<file path="src/rtl/mem_arbiter.sv">
// rtl/mem_arbiter.sv - two-port fetch/data arbiter sharing one variable-latency memory port
module mem_arbiter #(
    parameter int AW      = 32,
    parameter int DW      = 32,
    parameter int TIMEOUT = 255
) (
    input  logic            clk,
    input  logic            reset_l,
    input  logic            if_req,
    input  logic [AW-1:0]   if_addr,
    output logic            if_ack,
    output logic            if_err,
    output logic [DW-1:0]   if_rdata,
    input  logic            d_req,
    input  logic            d_we,
    input  logic [AW-1:0]   d_addr,
    input  logic [DW-1:0]   d_wdata,
    input  logic [DW/8-1:0] d_be,
    output logic            d_ack,
    output logic            d_err,
    output logic [DW-1:0]   d_rdata,
    output logic            m_req,
    output logic            m_we,
    output logic [AW-1:0]   m_addr,
    output logic [DW-1:0]   m_wdata,
    output logic [DW/8-1:0] m_be,
    input  logic            m_ack,
    input  logic [DW-1:0]   m_rdata,
    output logic [1:0]      grant,
    output logic            busy
);

    localparam int          BW       = DW / 8;
    localparam logic [15:0] CNT_LAST = 16'(TIMEOUT - 1);

    typedef enum logic [1:0] {S_IDLE, S_WAIT, S_RESP} state_t;

    state_t          state_q, state_d;
    logic            last_d_q, last_d_d;
    logic [15:0]     cnt_q, cnt_d;
    logic            m_req_q, m_req_d;
    logic            m_we_q, m_we_d;
    logic [AW-1:0]   m_addr_q, m_addr_d;
    logic [DW-1:0]   m_wdata_q, m_wdata_d;
    logic [BW-1:0]   m_be_q, m_be_d;
    logic [1:0]      grant_q, grant_d;
    logic            if_ack_q, if_ack_d, if_err_q, if_err_d;
    logic            d_ack_q, d_ack_d, d_err_q, d_err_d;
    logic [DW-1:0]   if_rdata_q, if_rdata_d, d_rdata_q, d_rdata_d;

    always_comb begin
        state_d    = state_q;
        last_d_d   = last_d_q;
        cnt_d      = cnt_q;
        m_req_d    = m_req_q;
        m_we_d     = m_we_q;
        m_addr_d   = m_addr_q;
        m_wdata_d  = m_wdata_q;
        m_be_d     = m_be_q;
        grant_d    = grant_q;
        if_ack_d   = 1'b0;
        d_ack_d    = 1'b0;
        if_err_d   = if_err_q;
        d_err_d    = d_err_q;
        if_rdata_d = if_rdata_q;
        d_rdata_d  = d_rdata_q;
        case (state_q)
            S_IDLE: begin
                // Under contention the port that did not win last time goes first.
                if (if_req && (!d_req || last_d_q)) begin
                    m_we_d    = 1'b0;
                    m_addr_d  = if_addr;
                    m_wdata_d = '0;
                    m_be_d    = '1;
                    grant_d   = 2'b01;
                    last_d_d  = 1'b0;
                    cnt_d     = '0;
                    m_req_d   = 1'b1;
                    state_d   = S_WAIT;
                end else if (d_req) begin
                    m_we_d    = d_we;
                    m_addr_d  = d_addr;
                    m_wdata_d = d_wdata;
                    m_be_d    = d_be;
                    grant_d   = 2'b10;
                    last_d_d  = 1'b1;
                    cnt_d     = '0;
                    m_req_d   = 1'b1;
                    state_d   = S_WAIT;
                end
            end
            S_WAIT: begin
                // An ack in the last allowed cycle still counts as a completion.
                if (m_ack) begin
                    m_req_d = 1'b0;
                    state_d = S_RESP;
                    if (grant_q[0]) begin
                        if_ack_d = 1'b1;
                        if_err_d = 1'b0;
                        if (!m_we_q) if_rdata_d = m_rdata;
                    end else begin
                        d_ack_d = 1'b1;
                        d_err_d = 1'b0;
                        if (!m_we_q) d_rdata_d = m_rdata;
                    end
                end else if (TIMEOUT != 0 && cnt_q == CNT_LAST) begin
                    m_req_d = 1'b0;
                    state_d = S_RESP;
                    if (grant_q[0]) begin
                        if_ack_d   = 1'b1;
                        if_err_d   = 1'b1;
                        if_rdata_d = '0;
                    end else begin
                        d_ack_d   = 1'b1;
                        d_err_d   = 1'b1;
                        d_rdata_d = '0;
                    end
                end else begin
                    cnt_d = cnt_q + 16'd1;
                end
            end
            S_RESP: begin
                grant_d = 2'b00;
                state_d = S_IDLE;
            end
            default: state_d = S_IDLE;
        endcase
    end

    always_ff @(posedge clk or negedge reset_l) begin
        if (!reset_l) begin
            state_q    <= S_IDLE;
            last_d_q   <= 1'b1;
            cnt_q      <= '0;
            m_req_q    <= 1'b0;
            m_we_q     <= 1'b0;
            m_addr_q   <= '0;
            m_wdata_q  <= '0;
            m_be_q     <= '0;
            grant_q    <= 2'b00;
            if_ack_q   <= 1'b0;
            if_err_q   <= 1'b0;
            d_ack_q    <= 1'b0;
            d_err_q    <= 1'b0;
            if_rdata_q <= '0;
            d_rdata_q  <= '0;
        end else begin
            state_q    <= state_d;
            last_d_q   <= last_d_d;
            cnt_q      <= cnt_d;
            m_req_q    <= m_req_d;
            m_we_q     <= m_we_d;
            m_addr_q   <= m_addr_d;
            m_wdata_q  <= m_wdata_d;
            m_be_q     <= m_be_d;
            grant_q    <= grant_d;
            if_ack_q   <= if_ack_d;
            if_err_q   <= if_err_d;
            d_ack_q    <= d_ack_d;
            d_err_q    <= d_err_d;
            if_rdata_q <= if_rdata_d;
            d_rdata_q  <= d_rdata_d;
        end
    end

    assign if_ack   = if_ack_q;
    assign if_err   = if_err_q;
    assign if_rdata = if_rdata_q;
    assign d_ack    = d_ack_q;
    assign d_err    = d_err_q;
    assign d_rdata  = d_rdata_q;
    assign m_req    = m_req_q;
    assign m_we     = m_we_q;
    assign m_addr   = m_addr_q;
    assign m_wdata  = m_wdata_q;
    assign m_be     = m_be_q;
    assign grant    = grant_q;
    assign busy     = (state_q != S_IDLE);

endmodule

</file>
<file path="config.mk">
export PLATFORM = sky130hd
export DESIGN_NAME = mem_arbiter
export DESIGN_NICKNAME = d
export VERILOG_FILES = /design/src/rtl/mem_arbiter.sv
export SDC_FILE = /design/constraint.sdc
export NUM_CORES = 1
export LEC_CHECK = 0
export ABC_AREA = 1
export CAP_MARGIN = 40
export CORE_MARGIN = 2
export CORE_UTILIZATION = 44
export DETAILED_ROUTE_END_ITERATION = 8
export GPL_ROUTABILITY_DRIVEN = 0
export HOLD_SLACK_MARGIN = 0.12
export PLACE_DENSITY = 0.88
export SLEW_MARGIN = 10
export SYNTH_ARGS = -nofsm -noshare
export SYNTH_HDL_FRONTEND = slang
export SYNTH_SLANG_ARGS = --single-unit
</file>
<file path="constraint.sdc">
create_clock -name clk -period 1.85 [get_ports clk]
set_input_delay 0.4625 -clock clk [delete_from_list [all_inputs] [get_ports clk]]
set_output_delay 0.4625 -clock clk [all_outputs]
set_load 0.005 [all_outputs]
</file>
==> results.toml <==
[run_status]
status = "completed"

[critical_path]
path_max_fanout = 2
slowest_delay_ps = 560
r2r_start = "cnt_q[0]"
required_ps = 1390
critical_path.startpoint = "d_rdata[8]"
crit_family = "buffers and inverters"
cp_data_arrival_time_ps = 1370
worstSetupPathType = "reg2out"
end_kind = "output port"
cp.buffers_inverters = 1
cp-start-kind = "register"
slowest_stage = "clkdlybuf4s50_1"
cp_cell_sequence = "clkdlybuf4s50_1"

[place]
placed_cell_area_um2 = 10400
port_buffers = 278
post-place-ws_ps = -157
hpwl_mm = 16.7

[routing]
top_layer_used = "met4"
routedWlPerCell_um = 17.4
wl_met2_mm = 11.9
wl_mm = 23.1
dr_total_vias = 6981
m1WireLength_mm = 8.44
drt-initial-drc-count = 487
antenna_left = 0
drc = 0
routed_via_density = 5.28
met3_length_mm = 2.07
first_pass_iters = 6

[finish]
areaGrowthSynthToFinish_pct = 53.5
final_layout_size_suffix_gt1_share_pct = 8.40
final_util_pct = 69.3
seqCellArea_um2 = 3980
final_cell_area_um2 = 11000
multiInputGateArea_um2 = 2720
diodes = 0
final_nets = 1234
num-fill-cells = 1178

[yosys]
netlist_area_um2 = 7190
async_reset_ff_share_pct = 100
yosysMostFrequentCell = "nand2_1"
synth_ff_type = "dfrtp_1"
synth_seq_area_share_pct = 55.3
synth_fp_nets = 950
synth.area.top_cells = "dfrtp_1 55%, nand2_1 13%, nand4_1 6.2%"
synth_edf_count = 0
avgSynthCellArea_um2 = 8.88
yosysTopAreaCell = "dfrtp_1"
netlist_top_cells_count = "252 x nand2_1, 158 x dfrtp_1, 71 x nand4_1"
synth_top_area_share_pct = 55.0
yosys_warnings = 0
synthDistinctLibCells = 35
synth_cells = 810
synth_seq_cells = 159

[global_route]
overflow = 0
first_global_vias = 6988
grt_pass1_wl_mm = 36.6
grt_usage_pct = 26.6
grt_antenna_before_repair = 0
grt_max_degree = 40

[timing]
hold_viol_final = 0
finalCritPeriodShare_pct = 98.8
slew_violations = 0
setup_violations = 0
relSlewSlack_pct = 72.0
rsz0062_at_grt = "yes"
layout_min_cycle_time_ps = 1830
worstMarginPinSlew_ps = 420
finalClockSkew_ps = 12.2
setup_ws_ps = 21.6
max_freq_mhz = 547

[clocking]
clockBufferDepth = 2
htreeDepth = 4
path_clk_slew_ps = 70
clkSinkCount = 159
numCtsBuffers = 17
tritoncts = "yes"
worstSkewPairLatency_ps = 430
clock-root-buffer = "clkbuf_16"

[floorplanning]
start_util_pct = 45.1
core_area_um2 = 15900
fp.dieH_um = 132
dieArea_um2 = 17400
num_io_pins = 279
die_w_um = 132
fp-row-count = 46

[pwr]
totalPowerFinal_mw = 16.8
p_leak_nw = 5.26
peakVddDrop_mv = 0.842
power_density_nw_per_um2 = 1520

[hold_path]
hold_class = "reg2reg"
min_from = "if_rdata[28]"

[job]
maxCapViolCount = 0
[state kept, by name, indices dropped and copies added, names as in the netlist, 2 cells and up]
name	count
m_wdata	32
if_rdata	32
state_q	2
d_rdata	32
m_addr	32
m_be	4
cnt_q	16
grant	2
[area by class of cell]
class                   instances  area share (%)
well taps                     216            2.45
inverters                      54            1.84
repair buffers                319            29.6
multi-input cells             543            24.6
clock inverters                14            1.56
flip-flops and latches        159            36.1
clock buffers                  18            3.89
[worst paths after layout]
check	to	slack [ps]	cells after the start
max reg2reg	d_rdata[20]	90	10
min	if_rdata[28]	470	2
max	d_rdata[8]	20	1
max in group asynchronous	last_d_q	700	3
min in group asynchronous	d_rdata[22]	540	2
min reg2reg	if_rdata[28]	470	2
[timing repair]
item                                    4_1_cts  5_1_grt
hold buffers                                  1        0
buffers inserted                              1        1
pin swaps                                     1        0
hold endpoints to repair                     34        0
resized for setup                             3        4
gates cloned                                  0        0
endpoints found under the setup margin        3       53
[per-stage QoR]
| step | cells | hold slack [ps] | TNS (ps) |
|---|---|---|---|
| 6_report | 1323 | 472 | 0 |
| 5_1_grt | 1323 | 497 | -55.5 |
| 4_1_cts | 1322 | 474 | 0 |
| 3_5_place_dp | 1288 | 413 | -12100 |
| 3_3_place_gp | 1288 | 406 | -3370 |
| 2_1_floorplan | 810 | 167 | 0 |
[power breakdown]
part / switching, mW / internal [mW] / total, mW
clock network: 1.55 / 2.04 / 3.59
registers: 0.916 / 4.94 / 5.85
logic: 3.34 / 4.00 / 7.34
total: 5.80 / 11.0 / 16.8
[kinds of logic after synthesis]
| logic type | share of synthesized area (%) |
|---|---|
| simple gates | 27.6 |
| flops | 55.3 |
| buf+inv | 7.24 |
| compound gates | 8.75 |
| xor+xnor | 0.731 |
| fa+ha+maj | 0.348 |
[layer usage]
metal | vias up | GRT usage [%]
li1 | 3268 | -
met1 | 3315 | 30.7
met2 | 356 | 46.8
met3 | 42 | 7.69
met4 | 0 | 10.4
met5 | - | 0
[cell usage in the layout, fill, tap and decap left out, drive strengths merged, types with 4 or more instances in the layout]
cell type and count:
clkdlybuf4s50 274, nand2 256, dfrtp 158, nand4 71
nor2 66, inv 60, o21ai 42, buf 41
a22o 33, nand3 31, clkbuf 18, nor3 16
o22ai 12, o22a 4, xor2 4, clkinv 4
Note: power is estimated with default switching activity, not from simulation.
